## src/rtl/cache_ctrl.sv

```systemverilog
// Direct-mapped, write-through / no-write-allocate controller for an 8-line x 8-bit data array.
// Optional hit/miss statistics counters are built when CACHE_STATS_EN is defined.
module cache_ctrl #(
    parameter int ADDR_W = 8,
    parameter int CNT_W  = 16
) (
    input  logic              clk,
    input  logic              rst,
    input  logic              cpu_req,
    input  logic              cpu_we,
    input  logic [ADDR_W-1:0] cpu_addr,
    input  logic [7:0]        cpu_wdata,
    output logic [7:0]        cpu_rdata,
    output logic              cpu_ready,
    output logic              busy,
    input  logic              flush,
    output logic [2:0]        cm_addr,
    output logic              cm_rd,
    output logic              cm_wr,
    output logic [7:0]        cm_wdata,
    input  logic [7:0]        cm_rdata,
    output logic              mem_req,
    output logic              mem_we,
    output logic [ADDR_W-1:0] mem_addr,
    output logic [7:0]        mem_wdata,
    input  logic [7:0]        mem_rdata,
    input  logic              mem_ack,
    output logic [CNT_W-1:0]  hit_cnt,
    output logic [CNT_W-1:0]  miss_cnt
);

    localparam int TAG_W = ADDR_W - 3;

    typedef enum logic [2:0] {
        IDLE,
        LOOKUP,
        RD_WAIT,
        MISS,
        FILL,
        WR_MEM
    } state_t;

    state_t            state;
    logic [ADDR_W-1:0] req_addr;
    logic              req_we;
    logic [7:0]        req_wdata;
    logic [7:0]        fill_data;
    logic [7:0]        valid;
    logic [TAG_W-1:0]  tags [8];

    logic [2:0]        idx;
    logic [TAG_W-1:0]  req_tag;
    logic              hit;

    assign idx     = req_addr[2:0];
    assign req_tag = req_addr[ADDR_W-1:3];
    assign hit     = valid[idx] && (tags[idx] == req_tag);

    always_ff @(posedge clk or negedge rst) begin
        if (!rst) begin
            state     <= IDLE;
            req_addr  <= '0;
            req_we    <= 1'b0;
            req_wdata <= '0;
            fill_data <= '0;
            valid     <= '0;
            for (int i = 0; i < 8; i++) tags[i] <= '0;
            cpu_rdata <= '0;
            cpu_ready <= 1'b0;
        end else begin
            cpu_ready <= 1'b0;
            case (state)
                IDLE: begin
                    // Flush wins over a simultaneous request, which stays pending.
                    if (flush) begin
                        valid <= '0;
                    end else if (cpu_req) begin
                        req_addr  <= cpu_addr;
                        req_we    <= cpu_we;
                        req_wdata <= cpu_wdata;
                        state     <= LOOKUP;
                    end
                end
                LOOKUP: begin
                    if (req_we)   state <= WR_MEM;
                    else if (hit) state <= RD_WAIT;
                    else          state <= MISS;
                end
                RD_WAIT: begin
                    cpu_rdata <= cm_rdata;
                    cpu_ready <= 1'b1;
                    state     <= IDLE;
                end
                MISS: begin
                    if (mem_ack) begin
                        fill_data <= mem_rdata;
                        state     <= FILL;
                    end
                end
                FILL: begin
                    tags[idx]  <= req_tag;
                    valid[idx] <= 1'b1;
                    cpu_rdata  <= fill_data;
                    cpu_ready  <= 1'b1;
                    state      <= IDLE;
                end
                WR_MEM: begin
                    if (mem_ack) begin
                        cpu_ready <= 1'b1;
                        state     <= IDLE;
                    end
                end
                default: state <= IDLE;
            endcase
        end
    end

`ifdef CACHE_STATS_EN
    always_ff @(posedge clk or negedge rst) begin
        if (!rst) begin
            hit_cnt  <= '0;
            miss_cnt <= '0;
        end else if (state == LOOKUP) begin
            if (hit) begin
                if (hit_cnt != '1) hit_cnt <= hit_cnt + 1'b1;
            end else begin
                if (miss_cnt != '1) miss_cnt <= miss_cnt + 1'b1;
            end
        end
    end
`else
    assign hit_cnt  = '0;
    assign miss_cnt = '0;
`endif

    // Strobes decode straight from state so a reset drops them immediately.
    assign busy      = (state != IDLE);
    assign cm_addr   = idx;
    assign cm_rd     = (state == LOOKUP) && !req_we && hit;
    assign cm_wr     = ((state == LOOKUP) && req_we && hit) || (state == FILL);
    assign cm_wdata  = (state == FILL) ? fill_data : req_wdata;
    assign mem_req   = (state == MISS) || (state == WR_MEM);
    assign mem_we    = (state == WR_MEM);
    assign mem_addr  = req_addr;
    assign mem_wdata = req_wdata;

endmodule

```

## config.mk

```make
export PLATFORM = sky130hd
export DESIGN_NAME = cache_ctrl
export DESIGN_NICKNAME = d
export VERILOG_FILES = /design/src/rtl/cache_ctrl.sv
export SDC_FILE = /design/constraint.sdc
export NUM_CORES = 1
export LEC_CHECK = 0
export ABC_AREA = 1
export CAP_MARGIN = 30
export CORE_MARGIN = 2
export CORE_UTILIZATION = 51
export CTS_BUF_LIST = sky130_fd_sc_hd__clkbuf_2
export CTS_CLUSTER_DIAMETER = 60
export DETAILED_ROUTE_END_ITERATION = 10
export PLACE_DENSITY = 0.86
export SLEW_MARGIN = 20
export SYNTH_ARGS = -nofsm -noshare
export SYNTH_HDL_FRONTEND = slang
export SYNTH_SLANG_ARGS = --single-unit
```

## constraint.sdc

```tcl
create_clock -name clk -period 2.08 [get_ports clk]
set_input_delay 0.208 -clock clk [delete_from_list [all_inputs] [get_ports clk]]
set_output_delay 0.208 -clock clk [all_outputs]
set_load 0.005 [all_outputs]
```

# ---- Word level (Yosys, flattened, before mapping)
# Index checks and enable logic that the tools add are counted.
dict set report classes {
  magnitude_cmp 4
  n_mux 23
  reduce_logical 19
  multipliers 0
  div_mod_pow 0
  eq_ne 11
  addsub 0
  shifts 0
  n_bitwise 3
}
# operator n
set op_table {}
lappend op_table {{$bwmux 40} 1}
lappend op_table {{$pmux 8 s2} 2}
lappend op_table {{$mux 8} 2}
lappend op_table {{$bmux 5 s3} 1}
lappend op_table {{$demux 5 s3} 1}
lappend op_table {{$mux 3} 5}
lappend op_table {{$mux 5} 3}
lappend op_table {{$pmux 3 s4} 1}
lappend op_table {{$ne 2x2->1 const B} 4}
lappend op_table {{$or 8x8->8} 1}
lappend op_table {{$logic_and 1x1->1} 7}
lappend op_table {{$eq 3x2->1 const B} 2}
lappend op_table {{$eq 3x3->1 const B} 2}
lappend op_table {{$eq 5x5->1} 1}
lappend op_table {{$ge 4x4->1 const B} 1}
lappend op_table {{$lt 3x4->1 const B} 1}
lappend op_table {{$lt 4x1->1 const B} 1}
lappend op_table {{$mux 1} 4}
lappend op_table {{$not 3->4} 1}
lappend op_table {{$reduce_and 2->1} 2}
lappend op_table {{$reduce_and 4->1} 1}
lappend op_table {{$reduce_bool 2->1} 2}
lappend op_table {{$bmux 1 s3} 1}
lappend op_table {{$demux 1 s3} 1}
lappend op_table {{other kinds (11)} 12}
dict set report totals {
  input_bits 38
  romBits 0
  n_memories 0
  output_inout_bits 73
  latch_bits 0
  mem_bits_rw 0
  word_cells 76
  reg_bits 85
}

# ---- Longest topological paths before layout
dict set report logic_depth {
  word_depth 9
  depth_mapped 17
  depth_no_buf 15
}

# ---- Worst setup path before layout
# Ideal clock, no wire load.
dict set report synth_timing {
  path_type {register -> output}
  startpoint {register req_addr[0] (netlist: mem_addr[0])}
  endpoint {output port cm_wr}
  required_time_ps 1872
  stages_incl_launch_ff 13
  path_slack_ps 383
  path_buffers 3
  t_arrival_ps 1489
  path_cell_list {dfrtp_1 > buf_6 > inv_4 > buf_8 > buf_12 > nand2_2 > nand3_1 > nand2_1 > o21ai_0 > nand2_1 > nor2_2 > nand3_2 > o21ai_1}
}
dict set report synth_between {
  elab_chain_len 8
  elab_cells_between_ends 10
  cone_classes {eq/ne (1); mux (5); bitwise (1); reduce/logical (3)}
}
# item line_no
set synth_rtl {}
lappend synth_rtl {{start: declaration} 44} ;# logic [ADDR_W-1:0] req_addr;
lappend synth_rtl {{start signal: assignment} 78} ;# req_addr <= cpu_addr;
lappend synth_rtl {{$not 3->4 (not written as such)} 57} ;# assign hit = valid[idx] && (tags[idx] == req_tag);
lappend synth_rtl {{$bmux 5 s3} 57}
lappend synth_rtl {{$mux 5 (not written as such) (2 in series)} 57}
lappend synth_rtl {{$eq 5x5->1} 57}
lappend synth_rtl {{$logic_and 1x1->1 (*)} 57}
lappend synth_rtl {{$logic_and 1x1->1 (*)} 140} ;# assign cm_wr = ((state == LOOKUP) && req_we && hit) || (state == FILL);
lappend synth_rtl {{$logic_or 1x1->1 (*)} 140}
lappend synth_rtl {{end: declaration} 19} ;# output logic cm_wr,
# Every way passes the cells marked *; elsewhere a longest branch is shown, timed or not. The select of a mux whose other input is x is not followed.

# ---- Final worst setup path
# Ends and elaborated chain as after synthesis.

==> impl_metrics.json <==
{
  "nFillCells": 546,
  "drv_cap": 0,
  "syn_inst": 530,
  "place_area_um2": 5130,
  "hold_path.class": "in -> async",
  "rsz0062_at_grt": "true",
  "rr_worst_depth": 15,
  "grt.met3_usage_pct": 7.13,
  "powerDensity_nw_per_um2": 1490,
  "synthTopCellsByArea": "dfrtp_1, nand2_1, buf_4, inv_1, o21ai_0",
  "gr-usage-met2_pct": 43.7,
  "setup_viol": 16,
  "path_class": "reg -> out",
  "cts-root-buf": "clkbuf_2",
  "final_antenna_net_count": 0,
  "final_common_cell": "nand2_1",
  "use_met1_pct": 31.9,
  "syn_area_um2": 4310,
  "die_area_um2": 9210,
  "antenna_found_initial": 0,
  "grt_overflow": 0,
  "max-clock-path-buffers": 2,
  "synthSimpleGateAreaFrac_pct": 22.6,
  "cpMostUsedCell": "nand2_1",
  "fin_crit_sh_pct": 134,
  "grt_pass1_vias": 3936,
  "avgRoutedWirePerCell_um": 17.7,
  "design_area_um2": 5840,
  "core-area_um2": 8220,
  "max_stage_delay_ns": 0.55,
  "reg2reg_setup_slack_ns": -0.06,
  "layout_common_cells": "nand2_1, dfrtp_1, clkdlybuf4s50_1, inv_1, o21ai_0",
  "numCtsBuffers": 9,
  "syn_avg_cell_area_um2": 8.14,
  "regToRegStartpoint": "mem_addr[0]",
  "final_nets": 693,
  "worstMarginPinSlew_ns": 0.656,
  "drive_gt1_share_pct": 23.3,
  "maxSlewViolCount": 0,
  "grt_max_degree": 47,
  "arrival_ns": 2.57,
  "first_iter_violations": 359,
  "synth_fa_ha_area_share_pct": 0,
  "start_util_pct": 52.5,
  "tns_ns": -2.24,
  "max_freq_mhz": 360,
  "multi_input_area_um2": 1850,
  "cp_cell_sequence": "buf_12 > clkinv_8 > nand2_1 > nand3_1 > nand2_1 > o21ai_1 > nand2_1 > nor2_2 > nand3_2 > buf_6 > o21ai_2 > buf_2",
  "skew_ns": 0.0523,
  "r2r-end": "state[0]",
  "fp.dieW_um": 96.0,
  "first_pass_iters": 5,
  "ys_ff_latch": 85,
  "timing.final.ws_setup_ns": -0.697,
  "viasPerCell": 5.44,
  "vdd.ir_drop.worst_uv": 871,
  "drc_errors": 0,
  "crit_fanout": 7,
  "synthMuxAreaShare_pct": 4.18,
  "antennaDiodeCount": 0,
  "relSlewSlack_pct": 56.1,
  "crit_path_start": "mem_addr[0]",
  "areaGrowthSynthToFinish_pct": 35.3,
  "vias": 4159,
  "gp_congestion": 0.980,
  "synth_top_family_by_area": "simple AND/OR/NAND/NOR gates",
  "io_buffers": 78,
  "synth-xor-area-share_pct": 0,
  "clkSlewWorstSetupHoldPaths_ns": 0.22,
  "fin_hold_ws_ns": -0.00873,
  "cp_data_required_time_ns": 1.87,
  "ys_types": 26,
  "synth_compound_area_share_pct": 8.99,
  "rows": 33,
  "seq_area_um2": 2130,
  "cp_slowest_cell": "dfrtp_2",
  "run_status": "complete, but fails checks",
  "clk_latency_ns": 0.60,
  "yosysWarnings": 0,
  "violations": "hold timing, setup timing",
  "grtUsageTotal_pct": 26.8,
  "die_y_um": 96.0,
  "ioPinCount": 111,
  "end_kind": "output pin",
  "final_hold_viol_count": 2,
  "grt.busiest_layer": "met2",
  "seq_area_frac_synth_pct": 49.3,
  "start_kind": "flop",
  "cts.sinks": 85,
  "period_needed_ns": 2.78,
  "synth_top_area_share_pct": 49.3,
  "hpwlAfterDp_um": 7470,
  "htreeDepth": 3,
  "cts_tree": "built",
  "yosysTopAreaCell": "dfrtp_1",
  "wirelength_um": 13500,
  "leakage_nw": 2.96,
  "grt_pass1_wl_um": 18500
}
-- synthesized netlist by cell type --
library cell / n
buf_8: 1
nand2_1: 155
nand3_2: 3
inv_4: 1
nand4_2: 1
nand3_1: 30
inv_1: 63
nand4_1: 2
o21ai_0: 45
a31oi_1: 8
nor2_4: 1
o21ai_1: 2
a21oi_1: 19
buf_2: 3
mux2_2: 16
buf_12: 1
nor2_1: 31
dfrtp_1: 85
conb_1: 1
clkbuf_1: 11
buf_6: 2
nor3_1: 3
o21bai_1: 1
nand2_2: 2
nor2_2: 5
buf_4: 38
-- final cells by class --
cell class	instances	share of cell area [%]
repair inverters	3	0.471
multi-input cells	357	31.6
inverters	64	4.39
clock inverters	7	1.09
repair buffers	135	22.9
flip-flops and latches	85	36.5
clock buffers	9	0.772
well taps	105	2.25
-- through the flow --
step	cells	setup WS (ns)	power, mW	util (%)
detailed placement	711	-0.260	6.51	62.4
global placement	711	-0.218	6.39	62.4
floorplan	561	0.383	4.99	-
finish	765	-0.697	8.67	71.1
CTS	752	-0.510	7.81	67.5
global route	765	-0.792	9.18	71.1
-- routing by layer --
metal / up-vias / routed length, um / part of all wire, %
met4: 0 / 931 / 6.9
li1: 1851 / - / -
met2: 320 / 6650 / 49
met1: 1889 / 4650 / 34
met5: - / 0 / 0
met3: 99 / 1300 / 9.6
-- where the power goes --
group	switching, mW	leakage, nW	total [mW]	internal [mW]
registers	0.561	1.06	2.92	2.36
clock network	0.602	0.0688	0.873	0.270
logic	2.61	1.84	4.88	2.27
total	3.77	2.96	8.67	4.90
-- cells by family (layout without fill, tap and decap cells) --
| kind of cell | Yosys count | count (layout) |
|---|---|---|
| DFF | 85 | 85 |
| other | 1 | 32 |
| muxes | 16 | 16 |
| buffers and inverters | 120 | 218 |
| AOI/OAI and AO/OA | 75 | 75 |
| and+or+nand+nor | 233 | 234 |
-- sequential cells by signal (all words and copies together), names as in the netlist --
signal	cells
fill_data	8
cpu_ready	1
cpu_rdata	8
valid	8
mem_wdata	8
tags	40
mem_addr	8
req_we	1
state	3
-- how the worst max path moves through the flow --
stage               endpoint  slack [ns]  cells after the start
CTS                    cm_wr       -0.51                     15
global route           cm_wr       -0.79                     13
detailed placement     cm_wr       -0.26                     11
global placement       cm_wr       -0.22                     10
floorplan              cm_wr        0.38                     12
finish                 cm_wr       -0.70                     12
-- what timing repair did --
| action | in CTS | in global routing |
|---|---|---|
| cloned | 5 | 2 |
| setup endpoints to repair | 12 | 30 |
| buffers inserted | 19 | 12 |
| pin swaps | 7 | 22 |
| gates resized for setup | 62 | 66 |
| hold buffers | 1 | 0 |
| endpoints found under the hold margin | 85 | 0 |
-- worst max-delay path: cells and delay by family, from the launching register on --
kind,cells,cell delay (ns)
buf+inv,4,0.52
simple gates,6,0.65
compound gates,2,0.27
flops,1,0.55
Power figures use the tool's default switching activity.
